**config.mk**
```make
export PLATFORM = sky130hd
export DESIGN_NAME = nibble_serial_adder
export DESIGN_NICKNAME = d
export VERILOG_FILES = /design/src/rtl/nsa_pkg.sv /design/src/rtl/add4_stage.sv /design/src/rtl/nibble_serial_adder.sv
export SDC_FILE = /design/constraint.sdc
export NUM_CORES = 1
export LEC_CHECK = 0
export BUFFER_PORTS_ARGS = -buffer_cell sky130_fd_sc_hd__buf_4
export CORE_MARGIN = 10
export CORE_UTILIZATION = 53
export DETAILED_ROUTE_END_ITERATION = 8
export GPL_ROUTABILITY_DRIVEN = 0
export PLACE_DENSITY = 0.91
export SLEW_MARGIN = 25
export SYNTH_ARGS = -nofsm -noshare
export SYNTH_HDL_FRONTEND = slang
export SYNTH_HIERARCHICAL = 1
export SYNTH_SLANG_ARGS = --single-unit
```
**constraint.sdc**
```tcl
create_clock -name clk -period 3.25 [get_ports clk]
set_input_delay 0.65 -clock clk [delete_from_list [all_inputs] [get_ports clk]]
set_output_delay 0.65 -clock clk [all_outputs]
set_load 0.005 [all_outputs]
```
**src/rtl/nsa_pkg.sv**
```systemverilog
// Shared definitions for the nibble-serial adder: FSM state encoding and digit width.
package nsa_pkg;

  localparam int NIBBLE_W = 4;

  typedef enum logic [1:0] {
    ST_IDLE = 2'd0,
    ST_RUN  = 2'd1,
    ST_DONE = 2'd2
  } nsa_state_t;

endpackage

```
**src/rtl/add4_stage.sv**
```systemverilog
// One combinational 4-bit ripple stage; c3 exposes the carry into bit 3 so the
// caller can derive two's-complement overflow from the most significant digit.
module add4_stage
  import nsa_pkg::*;
(
  input  logic [NIBBLE_W-1:0] a4,
  input  logic [NIBBLE_W-1:0] b4,
  input  logic                ci,
  output logic [NIBBLE_W-1:0] s4,
  output logic                co,
  output logic                c3
);

  logic [NIBBLE_W:0] w_c;

  assign w_c[0] = ci;

  for (genvar gi = 0; gi < NIBBLE_W; gi++) begin : g_bit
    assign s4[gi]    = a4[gi] ^ b4[gi] ^ w_c[gi];
    assign w_c[gi+1] = (a4[gi] & b4[gi]) | (w_c[gi] & (a4[gi] ^ b4[gi]));
  end

  assign co = w_c[NIBBLE_W];
  assign c3 = w_c[NIBBLE_W-1];

endmodule

```
**src/rtl/nibble_serial_adder.sv**
```systemverilog
// Adds two NIBBLES-digit operands one nibble per cycle through a single add4_stage.
// Define NSA_OVERFLOW_EN to add the registered two's-complement overflow output ovf.
module nibble_serial_adder
  import nsa_pkg::*;
#(
  parameter int NIBBLES = 4
) (
  input  logic                          clk,
  input  logic                          rst,
  input  logic                          in_valid,
  output logic                          in_ready,
  input  logic [NIBBLE_W*NIBBLES-1:0]   a,
  input  logic [NIBBLE_W*NIBBLES-1:0]   b,
  input  logic                          cin,
  output logic                          out_valid,
  input  logic                          out_ready,
  output logic [NIBBLE_W*NIBBLES-1:0]   sum,
  output logic                          carry_out,
  output logic                          busy
`ifdef NSA_OVERFLOW_EN
  ,
  output logic                          ovf
`endif
);

  localparam int W     = NIBBLE_W * NIBBLES;
  localparam int IDX_W = $clog2(NIBBLES);

  nsa_state_t r_state;
  nsa_state_t w_state_next;

  logic [W-1:0]        r_a;
  logic [W-1:0]        r_b;
  logic [W-1:0]        r_sum;
  logic [IDX_W-1:0]    r_idx;
  logic                r_carry;
  logic                r_carry_out;

  logic [NIBBLE_W-1:0] w_a4;
  logic [NIBBLE_W-1:0] w_b4;
  logic [NIBBLE_W-1:0] w_s4;
  logic                w_co;
  logic                w_accept;
  logic                w_last;

`ifdef NSA_OVERFLOW_EN
  logic                r_ovf;
  logic                w_c3;
`else
  logic                w_c3_unused;
`endif

  assign w_accept = in_valid && in_ready;
  assign w_last   = (r_idx == IDX_W'(NIBBLES - 1));
  assign w_a4     = r_a[r_idx*NIBBLE_W +: NIBBLE_W];
  assign w_b4     = r_b[r_idx*NIBBLE_W +: NIBBLE_W];

  add4_stage u_stage (
    .a4 (w_a4),
    .b4 (w_b4),
    .ci (r_carry),
    .s4 (w_s4),
    .co (w_co),
`ifdef NSA_OVERFLOW_EN
    .c3 (w_c3)
`else
    .c3 (w_c3_unused)
`endif
  );

  always_ff @(posedge clk) begin
    if (rst) r_state <= ST_IDLE;
    else     r_state <= w_state_next;
  end

  always_comb begin
    w_state_next = r_state;
    case (r_state)
      ST_IDLE: if (in_valid)  w_state_next = ST_RUN;
      ST_RUN:  if (w_last)    w_state_next = ST_DONE;
      ST_DONE: if (out_ready) w_state_next = ST_IDLE;
      default:                w_state_next = ST_IDLE;
    endcase
  end

  always_comb begin
    in_ready  = 1'b0;
    out_valid = 1'b0;
    busy      = 1'b0;
    case (r_state)
      ST_IDLE: in_ready = 1'b1;
      ST_RUN:  busy     = 1'b1;
      ST_DONE: begin
        out_valid = 1'b1;
        busy      = 1'b1;
      end
      default: in_ready = 1'b0;
    endcase
  end

  // Result registers only move on accept or in RUN, so DONE holds them under backpressure.
  always_ff @(posedge clk) begin
    if (rst) begin
      r_a         <= '0;
      r_b         <= '0;
      r_sum       <= '0;
      r_idx       <= '0;
      r_carry     <= 1'b0;
      r_carry_out <= 1'b0;
`ifdef NSA_OVERFLOW_EN
      r_ovf       <= 1'b0;
`endif
    end else if (w_accept) begin
      r_a         <= a;
      r_b         <= b;
      r_sum       <= '0;
      r_idx       <= '0;
      r_carry     <= cin;
      r_carry_out <= 1'b0;
`ifdef NSA_OVERFLOW_EN
      r_ovf       <= 1'b0;
`endif
    end else if (r_state == ST_RUN) begin
      r_sum[r_idx*NIBBLE_W +: NIBBLE_W] <= w_s4;
      r_carry <= w_co;
      if (w_last) begin
        r_idx       <= '0;
        r_carry_out <= w_co;
`ifdef NSA_OVERFLOW_EN
        r_ovf       <= w_c3 ^ w_co;
`endif
      end else begin
        r_idx <= r_idx + IDX_W'(1);
      end
    end
  end

  assign sum       = r_sum;
  assign carry_out = r_carry_out;
`ifdef NSA_OVERFLOW_EN
  assign ovf       = r_ovf;
`endif

endmodule

```
### Yosys cells after proc, flatten, opt, wreduce, memory -nomap -nowiden

Index checks and enable logic that the tools add are counted.

* word-level logic and storage cells: 57
* register bits after elaboration: 54

* mux-type cells: 11
* add/subtract/negate cells: 2
* eq/ne operators: 6
* bitwise gates (word level): 20
* shift operators: 4
* reduce and logical (&&, ||, !) cells: 7

Operator list (count)
* negator 4 -> 34 bit: 1
* variable shift 4 x 34 -> 16 bit, first input constant: 1
* variable part select 4 x 34 -> 16 bit: 1
* variable part select 16 x 5 -> 4 bit: 2
* bitwise mux 16 bit: 1
* AND 1 bit: 8
* 2-to-1 mux 2 bit: 4
* bitwise XOR 1 bit: 8
* inequality test 2 bit, second input constant: 3
* one-hot mux 2 bit (3 select lines): 1
* 2-to-1 mux 1 bit: 5
* == test 2 bit, second input constant: 2
* bitwise OR 1 bit: 4
* OR reduction 2 bit: 2
* AND reduction 3 bit: 1
* adder 2 x 1 -> 2 bit, second input constant: 1
* == test 2 x 1 -> 1 bit, second input constant: 1
* zero test 2 bit: 1
* AND reduction 2 bit: 1
* nonzero test 2 bit: 1
* logical AND 1 bit: 1

### Logic depth before layout (Yosys ltp)

Gate-level depths: netlist (run 1).

* word-level depth: 12
* gate-level depth with buffers: 10

### Cells and area by module

The synthesis (run 1) kept the hierarchy.

Modules (own cells, without submodules)
* nibble_serial_adder: seq. area each 1081.0 µm², times used 1, cells an instance 266, area each 2328.5 µm²
* add4_stage: seq. area each 0.0 µm², times used 1, cells an instance 12, area each 110.1 µm²

### Worst setup path before layout (run 1)

No wires, ideal clock.

* kind: reg2reg
* start: register r_idx[1]
* end: register r_sum[11] (netlist: sum[11])
* clock period less this slack: 2703 ps
* data required time: 3133 ps
* slack: 547 ps
* arrival: 2586 ps
* buffers on the path: 1
* stages on the path, launching flop included: 11
* cells stage by stage: dfxtp_1 clkbuf_1 mux4_2 fa_1 inv_1 fa_1 fa_1 inv_1 fa_1 a32oi_1 nor2_1

* cells in the longest elaborated chain, start to end: 11
* elaborated cells between the ends (all ways): 23

RTL lines
* from (decl): RTL line nibble_serial_adder.sv:35 `logic [IDX_W-1:0] r_idx;`
* from (signal assigned): RTL line nibble_serial_adder.sv:133 `r_idx <= r_idx + IDX_W'(1);`
* variable part select 16 x 5 -> 4 bit (*): RTL line nibble_serial_adder.sv:55 `assign w_a4 = r_a[r_idx*NIBBLE_W +: NIBBLE_W];`
* via w_a4[0]: RTL line nibble_serial_adder.sv:39 `logic [NIBBLE_W-1:0] w_a4;`
* bitwise XOR 1 bit: RTL line add4_stage.sv:20 `assign w_c[gi+1] = (a4[gi] & b4[gi]) | (w_c[gi] & (a4[gi] ^ b4[gi]));`
* AND 1 bit: RTL line add4_stage.sv:20
* bitwise OR 1 bit (*): RTL line add4_stage.sv:20
* AND 1 bit (*): RTL line add4_stage.sv:20
* bitwise OR 1 bit (*): RTL line add4_stage.sv:20
* AND 1 bit (*): RTL line add4_stage.sv:20
* bitwise OR 1 bit (*): RTL line add4_stage.sv:20
* via w_c3_unused: RTL line nibble_serial_adder.sv:50 `logic w_c3_unused;`
* bitwise XOR 1 bit (*): RTL line add4_stage.sv:19 `assign s4[gi] = a4[gi] ^ b4[gi] ^ w_c[gi];`
* via w_s4[3]: RTL line nibble_serial_adder.sv:41 `logic [NIBBLE_W-1:0] w_s4;`
* variable part select 4 x 34 -> 16 bit (*): RTL line nibble_serial_adder.sv:124 `r_sum[r_idx*NIBBLE_W +: NIBBLE_W] <= w_s4;`
* bitwise mux 16 bit (*): RTL line nibble_serial_adder.sv:124
* to (signal, indexed assignment): RTL line nibble_serial_adder.sv:124
* to (decl): RTL line nibble_serial_adder.sv:34 `logic [W-1:0] r_sum;`

Mark *: on every way through the listed nets, which the timed path passes. The rest lies on a longest branch.
A chain may end at the register's enable or synchronous reset.

### Worst setup path after layout (run 1)

* start: register r_idx[0]
* end: register r_sum[3] (netlist: sum[3])

Same word-level chain as after synthesis.

==> results of run 1 <==
[cell type report]
| type | count | area (um^2) |
|---|---|---|
| fillers | 348 | 1450 |
| flip-flops and latches | 54 | 1080 |
| clock inverters | 1 | 5.00 |
| clock buffers | 7 | 86.3 |
| multi-input cells | 191 | 1210 |
| repair buffers | 61 | 462 |
| inverters | 15 | 56.3 |
| well taps | 52 | 65.1 |
[routing by layer]
layer	up-vias	GRT usage (%)
met5	-	0
met4	0	4.06
met3	8	6.13
met2	60	23.6
met1	941	16.0
li1	1025	-
[worst paths after layout]
check / startpoint / endpoint / slack, ns / cells past startpoint
min: sum[1] / sum[1] / 0.46 / 2
min reg2reg: sum[1] / sum[1] / 0.46 / 2
max reg2reg: r_idx[0] / sum[3] / 0.46 / 9
max: r_idx[0] / sum[3] / 0.46 / 9
[power by group]
part	switching (mW)	internal, mW	leakage [nW]
Combinational	0.357	0.273	0.714
Sequential	0.0571	0.750	0.441
Clock	0.202	0.172	0.0482
Total	0.616	1.20	1.20
[critical path, cell delays in order (launching register included)]
cell and delay [ns]:
dfxtp_1 0.43, mux4_2 0.55, fa_1 0.43, inv_1 0.07, fa_1 0.18, fa_1 0.17
inv_1 0.05, fa_1 0.55, nand4_1 0.11, a21oi_1 0.17
[cell families (layout without fill, tap and decap cells)]
family	after synthesis	in the layout	synth area share, %
mux	13	13	9.44
simple gates	114	114	20.9
buf+inv	33	84	6.05
flops	54	54	44.3
fa+ha+maj	13	13	7.90
compound gates	51	51	11.4
[stage by stage]
stage	instances	utilization, %	hold WS, ns	cell area (um^2)
CTS	380	66.9	0.460	2950
global route	381	67.2	0.487	2970
finish	381	67.2	0.457	2970
global placement	372	64.9	0.441	2860
floorplan	278	-	0.433	2440
detailed placement	372	64.9	0.447	2860
[cells in the final DEF, fill, tap and decap left out, types with 5 or more instances in the layout]
master    count
nand2_1      83
buf_4        60
dfxtp_1      54
a21oi_1      45
inv_1        15
ha_1          9
mux4_2        8
nor2_1        8
nand4_1       8
clkbuf_8      6
nand2b_1      5
mux2i_1       5
[registers in the layout, indices dropped and copies added, names as in the netlist]
name,cells
r_state,2
r_a,16
r_b,16
r_carry,1
r_idx,2
sum,16
carry_out,1
==> results.toml, run 1 <==
[run_status]
status = "finished, final reports clean"

[yosys]
yosys_warnings = 6
synthCells = 278
syn_area_per_cell_um2 = 8.77
synthesis.area_mm2 = 0.00244
synthFlopType = "dfxtp_1"
syn_nets = 328
synth.most_common_cell = "nand2_1"
synth_top_area_share_pct = 44.3
ys_top_cells_by_count = "nand2_1, dfxtp_1, a21oi_1"
ys_seq_area_share_pct = 44.3
synth_top_cell_by_area = "dfxtp_1"
netlist_top_cells_area = "dfxtp_1, nand2_1, a21oi_1"
synth_edf_count = 0
synthArstFlopShare_pct = 0
synth-seq-cells = 54
yosys.cell_types.count = 24

[global_routing]
antenna_found_initial = 0
grt_pass1_wl_um = 8980
grt_pass1_vias = 1997
grt_overflow_total = 0
grt_max_degree = 39
grt_usage_pct = 14.1

[critical_path]
end_kind = "flop"
required_ns = 3.47
path_class = "reg2reg"
worstPathArrival_ns = 3.01
startpoint_type = "flop"
path_max_fanout = 4

[route]
drc = 0
wl_met2_um = 2580
routedWlPerCell_um = 14.1
dr_wl_met3_um = 417
vias_per_cell = 5.34
vias = 2034
top_layer_used = "met4"
drt-initial-drc-count = 68
firstDrtPassIters = 4
drtAntennaViolNets = 0
wl_met1_um = 2330
wl_um = 5390

[sta]
setup_viol = 0
finalCritPeriodShare_pct = 85.9
worst_pin_slew_ns = 0.708
finalWorstPathRequiredPeriod_ns = 2.79
slew_violations = 0
slew_headroom_pct = 52.8
tns_ns = 0
grt_setup_unrepaired = "false"
hold_viol = 0
fin_ws_ns = 0.459
fmaxAchievable_mhz = 358
skew_ns = 0.00304

[floorplanning]
ios = 57
initial_core_util_pct = 55.2
fp.dieH_um = 87.8
rows = 24
dieArea_mm2 = 0.00771
core_mm2 = 0.00441
die_x_um = 87.8

[place]
dp_hpwl_um = 4160
port_buffers = 56
place_ws_ns = 0.504

[clock_network]
postCtsSetupBuffers = 0
cts_hold_buf = 0
clkTransAtPathRegs_ns = 0.09
cts.sinks = 54
h-tree-depth = 2
cts_buffers = 5
root_buffer = "clkbuf_8"
clock_latency_ns = 0.30
cts_tree = "done"
cts_resized = 0
clockBufferDepth = 2

[power_and_ir_drop]
power_density_mw_per_mm2 = 611
peakVddDrop_mv = 0.353
p_leak_nw = 1.20
p_total_mw = 1.81

[job]
maxCapViolations = 0

[cells_and_area]
insertedDiodeCount = 0
drive_above_1_share_pct = 24.3
fin_nets = 378
syn_to_final_growth_pct = 21.6

[hold_path]
hold_path.class = "reg2reg"
Note: power is estimated with default switching activity, not from simulation.
==> run 2, diff against run 1 <==
PLACE_DENSITY = 0.76   (was 0.91)
clock period = 3 ns   (was 3.25 ns; I/O delays follow)
==> run 2 against run 1 <==
Routed wire length up 0.43%; first-iteration DRC count grew 94%; critical path depth is the same; final area up 0.17%; highest routed layer unchanged.
==> results.toml, run 2 (synthesis results as in run 1) <==
[run_status]
status = "finished, final reports clean"

[route]
vias_per_cell = 5.21
vias = 1990
drtAntennaViolNets = 0
wl_um = 5410
routedWlPerCell_um = 14.2
drc = 0
firstDrtPassIters = 4
drt-initial-drc-count = 132

[cells_and_area]
post-route-util_pct = 67.3
fin_nets = 379
final_cell_mix = "nand2_1, buf_4, dfxtp_1, a21oi_1, inv_1"
drive_above_1_share_pct = 24.8
syn_to_final_growth_pct = 21.8
final_common_cell = "nand2_1"
insertedDiodeCount = 0
fillers = 384

[sta]
hold_viol = 0
tns_ns = 0
skew_ns = 0.00681
worst_pin_slew_ns = 0.718
setup_viol = 0
slew_violations = 0
finalWorstPathRequiredPeriod_ns = 2.78
fmaxAchievable_mhz = 359
grt_setup_unrepaired = "false"
finalCritPeriodShare_pct = 92.8
slew_headroom_pct = 52.1

[power_and_ir_drop]
peakVddDrop_mv = 0.368
power_density_mw_per_mm2 = 662
p_leak_nw = 1.21
p_total_mw = 1.97

[critical_path]
path_max_fanout = 4
path_class = "reg2reg"
startpoint_type = "flop"
end_kind = "flop"
required_ns = 3.23
worstPathArrival_ns = 3.01

[global_routing]
grt_overflow_total = 0
antenna_found_initial = 0
grt_max_degree = 39
grt_usage_pct = 14.5
grt_pass1_vias = 2048
grt_pass1_wl_um = 9160

[clock_network]
root_buffer = "clkbuf_8"
postCtsSetupBuffers = 0
clock_latency_ns = 0.31
clockBufferDepth = 2
cts_tree = "done"
h-tree-depth = 2
cts_buffers = 5
cts.sinks = 54
clkTransAtPathRegs_ns = 0.09

[place]
dp_hpwl_um = 4080
port_buffers = 56

[floorplanning]
dieArea_mm2 = 0.00771
core_mm2 = 0.00441
die_x_um = 87.8
initial_core_util_pct = 55.2
rows = 24
fp.dieH_um = 87.8
ios = 57

[job]
maxCapViolations = 0

[hold_path]
hold_path.class = "reg2reg"
run 2: final timing paths:
kind | startpoint | to | slack [ns] | cells past startpoint
worst max-delay path | r_idx[0] | sum[3] | 0.22 | 9
worst min-delay path | sum[14] | sum[14] | 0.45 | 2
worst max register to register | r_idx[0] | sum[3] | 0.22 | 9
worst min register to register | sum[14] | sum[14] | 0.45 | 2
run 2: timing repair:
action / in CTS / in global routing
endpoints found under the setup margin: 0 / 1
hold buffers: 0 / 0
resized for setup: 0 / 1
run 2: layer usage:
metal / wire, um / vias to the layer above / GRT usage, %
met5: 0 / - / 0
met4: 105 / 0 / 5.80
met3: 350 / 11 / 4.83
met2: 2550 / 48 / 23.8
met1: 2410 / 903 / 17.0
li1: - / 1028 / -
run 2: stage by stage:
step           instance area [um^2]  hold slack [ns]  setup slack (ns)  instances
6_report                       2970            0.455             0.217        382
5_1_grt                        2970            0.476            0.0568        382
4_1_cts                        2970            0.459             0.153        382
3_5_place_dp                   2880            0.447             0.204        374
3_3_place_gp                   2880            0.441             0.314        374
2_1_floorplan                  2440            0.433             0.297        278
run 2: report_power, final:
part	internal (mW)	total [mW]	switching, mW
logic	0.293	0.679	0.385
registers	0.814	0.875	0.0613
clock network	0.187	0.412	0.226
run 2: critical path, cell delays in order (launching register included):
cell and delay [ns]:
dfxtp_2 0.39, mux4_2 0.55, fa_1 0.44, inv_1 0.08
fa_1 0.19, fa_1 0.17, inv_1 0.05, fa_1 0.55
nand4_1 0.11, a21oi_1 0.18
run 2: area by class of cell:
class / count / area (um^2) / area share [%]
multi-input cells: 191 / 1210 / 40.7
flip-flops and latches: 54 / 1080 / 36.4
repair buffers: 62 / 465 / 15.7
clock buffers: 7 / 86.3 / 2.91
well taps: 52 / 65.1 / 2.19
inverters: 15 / 56.3 / 1.90
clock inverters: 1 / 5.00 / 0.168
